**src/rtl/udp_tx_fifo_reader.sv**
```systemverilog
// udp_tx_fifo_reader: drains fixed-length UDP packets from the TX FIFO into the UDP TX core,
// serving each core word request with a direct FIFO read and flagging protocol errors.
module udp_tx_fifo_reader #(
   parameter int PKT_WORDS  = 256,
   parameter int IFG_CYCLES = 16
) (
   input  logic        rd_clk,
   input  logic        rd_rst,
   input  logic        enable,
   output logic        fifo_rd_en,
   input  logic [31:0] fifo_rd_data,
   input  logic        fifo_rd_empty,
   input  logic        fifo_almost_empty,
   output logic        udp_tx_start,
   output logic [15:0] udp_tx_byte_num,
   input  logic        udp_tx_req,
   output logic [31:0] udp_tx_data,
   input  logic        udp_tx_done,
   output logic [15:0] pkt_cnt,
   output logic        err_underrun,
   output logic        err_overreq,
   output logic        err_short
);
   typedef enum logic [2:0] {IDLE, START, SEND, WAIT_DONE, GAP} state_t;
   state_t      r_state, w_state_nxt;
   logic [8:0]  r_word_cnt;
   logic [15:0] r_gap_cnt, r_pkt_cnt;
   logic        r_rd_sel, r_err_underrun, r_err_overreq, r_err_short;
   logic        w_in_pkt, w_has_room, w_last, w_serve;

   assign w_in_pkt   = (r_state == SEND) || (r_state == WAIT_DONE);
   assign w_has_room = r_word_cnt < 9'(PKT_WORDS);
   assign w_last     = udp_tx_req && (r_word_cnt == 9'(PKT_WORDS - 1));
   assign w_serve    = (r_state == SEND) && udp_tx_req && w_has_room;

   always_comb begin
      w_state_nxt = r_state;
      fifo_rd_en  = 1'b0;
      case (r_state)
         IDLE:      w_state_nxt = (enable && !fifo_almost_empty) ? START : IDLE;
         START:     w_state_nxt = SEND;
         SEND: begin
            fifo_rd_en  = w_serve && !fifo_rd_empty;
            w_state_nxt = udp_tx_done ? GAP : (w_last ? WAIT_DONE : SEND);
         end
         WAIT_DONE: w_state_nxt = udp_tx_done ? GAP : WAIT_DONE;
         GAP:       w_state_nxt = (r_gap_cnt == 16'(IFG_CYCLES - 1)) ? IDLE : GAP;
         default:   w_state_nxt = IDLE;
      endcase
   end

   always_ff @(posedge rd_clk or posedge rd_rst) begin
      if (rd_rst) begin
         r_state        <= IDLE;
         r_word_cnt     <= '0;
         r_gap_cnt      <= '0;
         r_pkt_cnt      <= '0;
         r_rd_sel       <= 1'b0;
         r_err_underrun <= 1'b0;
         r_err_overreq  <= 1'b0;
         r_err_short    <= 1'b0;
      end else begin
         r_state   <= w_state_nxt;
         r_rd_sel  <= fifo_rd_en;
         r_gap_cnt <= (r_state == GAP) ? r_gap_cnt + 16'd1 : 16'd0;
         if (r_state == START) r_word_cnt <= '0;
         else if (w_serve) r_word_cnt <= r_word_cnt + 9'd1;
         if (w_in_pkt && udp_tx_done) r_pkt_cnt <= r_pkt_cnt + 16'd1;
         if (w_serve && fifo_rd_empty) r_err_underrun <= 1'b1;
         if (w_in_pkt && udp_tx_req && !w_has_room) r_err_overreq <= 1'b1;
         // a done arriving together with the final request is a complete packet
         if ((r_state == SEND) && udp_tx_done && !w_last) r_err_short <= 1'b1;
      end
   end

   assign udp_tx_start    = (r_state == START);
   assign udp_tx_byte_num = 16'(PKT_WORDS * 4);
   assign udp_tx_data     = r_rd_sel ? fifo_rd_data : 32'd0;
   assign pkt_cnt         = r_pkt_cnt;
   assign err_underrun    = r_err_underrun;
   assign err_overreq     = r_err_overreq;
   assign err_short       = r_err_short;
endmodule

```
**config.mk**
```make
export PLATFORM = sky130hd
export DESIGN_NAME = udp_tx_fifo_reader
export DESIGN_NICKNAME = d
export VERILOG_FILES = /design/src/rtl/udp_tx_fifo_reader.sv
export SDC_FILE = /design/constraint.sdc
export NUM_CORES = 1
export LEC_CHECK = 0
export ABC_AREA = 1
export BUFFER_PORTS_ARGS = -buffer_cell sky130_fd_sc_hd__buf_2
export CORE_MARGIN = 10
export CORE_UTILIZATION = 53
export CTS_CLUSTER_DIAMETER = 60
export DETAILED_ROUTE_END_ITERATION = 6
export PLACE_DENSITY = 0.85
export SLEW_MARGIN = 10
export SYNTH_ARGS = -nofsm -noshare
export SYNTH_HDL_FRONTEND = slang
export SYNTH_SLANG_ARGS = --single-unit
```
**constraint.sdc**
```tcl
create_clock -name rd_clk -period 2.8 [get_ports rd_clk]
set_input_delay 0.56 -clock rd_clk [delete_from_list [all_inputs] [get_ports rd_clk]]
set_output_delay 0.56 -clock rd_clk [all_outputs]
set_load 0.03 [all_outputs]
```
## Word level (Yosys, flattened, before mapping)

Cells that the tools add are included.

- Input bits: 39
- Output and inout bits: 69
- Flip-flop bits (word level): 48

- Reduce and logical (&&, ||, !) cells: 18
- Add/subtract/negate cells: 3
- Eq/ne operators: 6
- Magnitude comparators: 1
- Mux-type cells: 11

Operators by type and width:

| cell | count |
|---|---|
| 16-bit by 1-bit adder with 16-bit output (second input constant) | 2 |
| 32-bit two-way mux | 1 |
| 9-bit two-way mux | 2 |
| 16-bit by 4-bit == test with 1-bit output (second input constant) | 1 |
| 16-bit two-way mux | 1 |
| 3-bit case mux with 5 select lines | 1 |
| 1-bit logical AND | 11 |
| 9-bit by 1-bit adder with 9-bit output (second input constant) | 1 |
| 9-bit by 8-bit == test with 1-bit output (second input constant) | 1 |
| 9-bit < comparator (second input constant) | 1 |
| 3-bit two-way mux | 3 |
| 3-bit by 2-bit == test with 1-bit output (second input constant) | 2 |
| 1-bit zero test | 4 |
| 3-bit by 1-bit == test with 1-bit output (second input constant) | 1 |
| 3-bit == test (second input constant) | 1 |
| 3-bit zero test | 1 |
| 1-bit two-way mux | 3 |
| 2-bit nonzero test | 1 |
| 1-bit logical OR | 1 |

## Logic depth before layout (Yosys ltp)

- Depth after elaboration: 5
- Gate-level depth with buffers: 8

## Worst setup path after synthesis

Ideal clock, no wire load.

- Path kind: input to output
- Start: input port udp_tx_req
- End: output port fifo_rd_en
- Data required time: 2.240 ns
- Cell stages on the path: 4
- Slack: 0.940 ns
- Buffers on the path: 0
- Data arrival time: 1.300 ns
- Cell sequence: nand3_1 nor2_4 inv_1 nor2_1

- Cells in the longest elaborated chain, start to end: 4

Ends and longest elaborated chain:

| item | RTL line | RTL |
|---|---|---|
| start: declaration | 16 | `input logic udp_tx_req,` |
| 1-bit logical AND (2 in a row) | 34 | `assign w_serve = (r_state == SEND) && udp_tx_req && w_has_room;` |
| 1-bit logical AND | 43 | `fifo_rd_en = w_serve && !fifo_rd_empty;` |
| 1-bit two-way mux | 39 | `case (r_state)` |
| end: declaration | 10 | `output logic fifo_rd_en,` |

Every way passes these cells.

## Worst setup path after layout

- Start: register r_state[2]
- End: output port fifo_rd_en

- Cells in the longest elaborated chain, start to end: 5

Ends and longest elaborated chain:

| item | RTL line | RTL |
|---|---|---|
| start: declaration | 25 | `state_t r_state, w_state_nxt;` |
| start signal: assignment | 63 | `r_state <= w_state_nxt;` |
| 3-bit by 2-bit == test with 1-bit output * | 34, 39 |  |
| 1-bit logical AND (2 in a row) | 34 |  |
| 1-bit logical AND | 43 |  |
| 1-bit two-way mux * | 39 |  |

Mark *: on every way between the ends. The rest lies on a longest branch, timed or not.

==> impl_metrics.env <==
export IMPL_io_pins=108
export IMPL_critPathCaptureType="primary output"
export IMPL_initial_utilization=0.556
export IMPL_initial_drt_markers=147
export IMPL_grt_use_total=0.168
export IMPL_syn_mean_instance_area_sq_um=7.29
export IMPL_post_cts_repair_resize_count=0
export IMPL_wire_length_of_the_first_global_routing_pass_microns=12300
export IMPL_holdWs_ps=274
export IMPL_cts_root_buffer="sky130_fd_sc_hd__clkbuf_8"
export IMPL_clock_buffer_count_from_cts=5
export IMPL_grt_setup_unrepaired="false"
export IMPL_timing_max_transition_violations_final=0
export IMPL_slew_headroom=0.424
export IMPL_first_global_vias=2672
export IMPL_critical_path_max_fanout=13
export IMPL_synth_cell_type_count=34
export IMPL_port_buffers=91
export IMPL_clock_tree_buffer_depth=2
export IMPL_detail_route_wl_per_cell_microns=13.6
export IMPL_final_hold_violation_count=0
export IMPL_final_cell_mix="sky130_fd_sc_hd__nand2_1, sky130_fd_sc_hd__buf_2, sky130_fd_sc_hd__inv_1"
export IMPL_yosys_warnings=0
export IMPL_die_w_microns=93.9
export IMPL_postRouteWirelength_microns=7610
export IMPL_crit_path_start_kind="flip-flop"
export IMPL_area_growth_pct=19.8
export IMPL_static_leakage_power_nw=2.02
export IMPL_arrival_time_worst_endpoint_ps=1770
export IMPL_cts_max_level=2
export IMPL_vias=2794
export IMPL_insertedDiodeCount=0
export IMPL_cts_repair_timing_setup_buffer_count=0
export IMPL_postCtsHoldBufs=0
export IMPL_final_net_count=533
export IMPL_cts_tree="yes"
export IMPL_run_status="finished clean"
export IMPL_yosysSeqAreaShare=0.415
export IMPL_fin_crit_sh=0.832
export IMPL_antenna_found_initial=0
export IMPL_clock_skew_ps=8.91
export IMPL_cts_clk_slew_worst_paths_ps=100
export IMPL_vias_per_cell=4.98
export IMPL_post_synth_inst_count=397
export IMPL_tightest_slew_ps=864
export IMPL_core_sq_mm=0.00520
export IMPL_die_h_microns=93.9
export IMPL_timing_setup_tns_ps=0
export IMPL_drt_pass1_iterations=4
export IMPL_fmax_ghz=0.429
export IMPL_finalWeightedCongestion=0.918
export IMPL_required_ps=2240
export IMPL_insertion_delay_ps=310
export IMPL_pin_count_of_the_biggest_net_entering_global_routing=33
export IMPL_detailed_place_hpwl_microns=6140
export IMPL_global_route_overflow_total=0
export IMPL_drtAntennaViolNets=0
export IMPL_power_density_cell_area_mw_per_mm2=584
export IMPL_timing_final_crit_period_ps=2330
export IMPL_irDropWorstVdd_mv=0.642
export IMPL_post_route_drc_count=0
export IMPL_postSynthRegisterBits=48
export IMPL_cap_violations=0
export IMPL_post_route_cells_drive_above_1_share=0.253
export IMPL_final_common_cell="sky130_fd_sc_hd__nand2_1"
export IMPL_type_of_the_most_critical_hold_path="input port to async pin"
export IMPL_finalSetupViolations=0
export IMPL_number_of_placement_rows=26
export IMPL_cts_sinks=48
export IMPL_mappedNetlistArea_sq_mm=0.00289
export IMPL_worstSetupPathType="flip-flop to primary output"
export IMPL_die_area_sq_mm=0.00881
## where the power goes
group / internal (mW) / total [mW] / switching, mW / leakage (nW)
registers: 0.772 / 0.873 / 0.100 / 0.650
clock network: 0.269 / 0.524 / 0.254 / 0.0548
logic: 0.180 / 0.628 / 0.448 / 1.31
## final cells by class
type                       count  area, sq um
fill                         448         1740
multi-input combinational    275         1330
sequential                    48         1200
timing repair buffer          93          470
inverter                      67          256
tap                           70         87.6
clock buffer                   5         68.8
clock inverter                 3         46.3
## layer usage
layer	share of wire	vias to the layer above	track usage	routed length, microns
met2	0.48	125	0.296	3640
met4	0.012	0	0.0430	95
met5	0	-	0	0
met1	0.41	1278	0.188	3130
met3	0.099	11	0.0560	751
li1	-	1380	-	-
## sequential cells by signal, summed over array words and instances (netlist names)
signal	cells
r_gap_cnt	16
err_short	1
pkt_cnt	16
r_word_cnt	9
r_rd_sel	1
r_state	3
err_underrun	1
err_overreq	1
## cells by family after synthesis
group | share of synthesized area
adders and majority gates | 0.0173
AOI/OAI and AO/OA | 0.0657
DFF | 0.415
xor gates and xnor gates | 0.0272
buffers and inverters | 0.142
and+or+nand+nor | 0.330
other | 0.00260
## synthesized netlist by cell type (all sizes together)
cell | count | share of area
a21oi | 12 | 0.021
o21ai | 11 | 0.023
a211oi | 1 | 0.0026
nand3 | 21 | 0.045
clkbuf | 3 | 0.0039
xnor2 | 5 | 0.015
a31oi | 2 | 0.0043
nand2 | 117 | 0.16
nor3 | 7 | 0.012
or2 | 1 | 0.0022
dfrtp | 48 | 0.42
xor2 | 4 | 0.012
nand3b | 1 | 0.0026
buf | 18 | 0.049
ha | 4 | 0.017
o31ai | 1 | 0.0026
conb | 2 | 0.0026
nor2 | 54 | 0.081
a21o | 2 | 0.0052
o21bai | 2 | 0.0052
nand4 | 12 | 0.026
nor4 | 1 | 0.0022
inv | 67 | 0.089
o22ai | 1 | 0.0022
## worst max-delay path: stages (launching register included)
cell,delay [ps]
sky130_fd_sc_hd__dfrtp_1,450
sky130_fd_sc_hd__inv_2,120
sky130_fd_sc_hd__nand2_2,90
sky130_fd_sc_hd__nor2_4,280
sky130_fd_sc_hd__inv_1,130
sky130_fd_sc_hd__nor2_1,160
sky130_fd_sc_hd__buf_2,240
## path summary, 6_finish.rpt
kind,from,end,slack [ps],depth (start not counted)
max in group asynchronous,rd_rst,r_state[2],1940,3
min in group rd_clk,fifo_rd_empty,r_rd_sel,430,2
hold reg to reg,err_underrun,err_underrun,460,1
setup reg to reg,r_word_cnt[1],r_state[0],1170,6
setup / recovery,r_state[2],fifo_rd_en,470,6
hold / removal,rd_rst,pkt_cnt[3],270,2
## metrics by stage
step	std cells	instance area [sq um]	total power [mW]	setup slack [ps]	util
2_1_floorplan	411	2950	1.36	940	-
3_3_place_gp	553	3350	1.49	754	0.644
3_5_place_dp	553	3350	1.52	678	0.644
4_1_cts	561	3460	2.03	473	0.666
5_1_grt	561	3460	2.14	316	0.666
6_report	561	3460	2.02	471	0.666
Note: power is estimated with default switching activity, not from simulation.
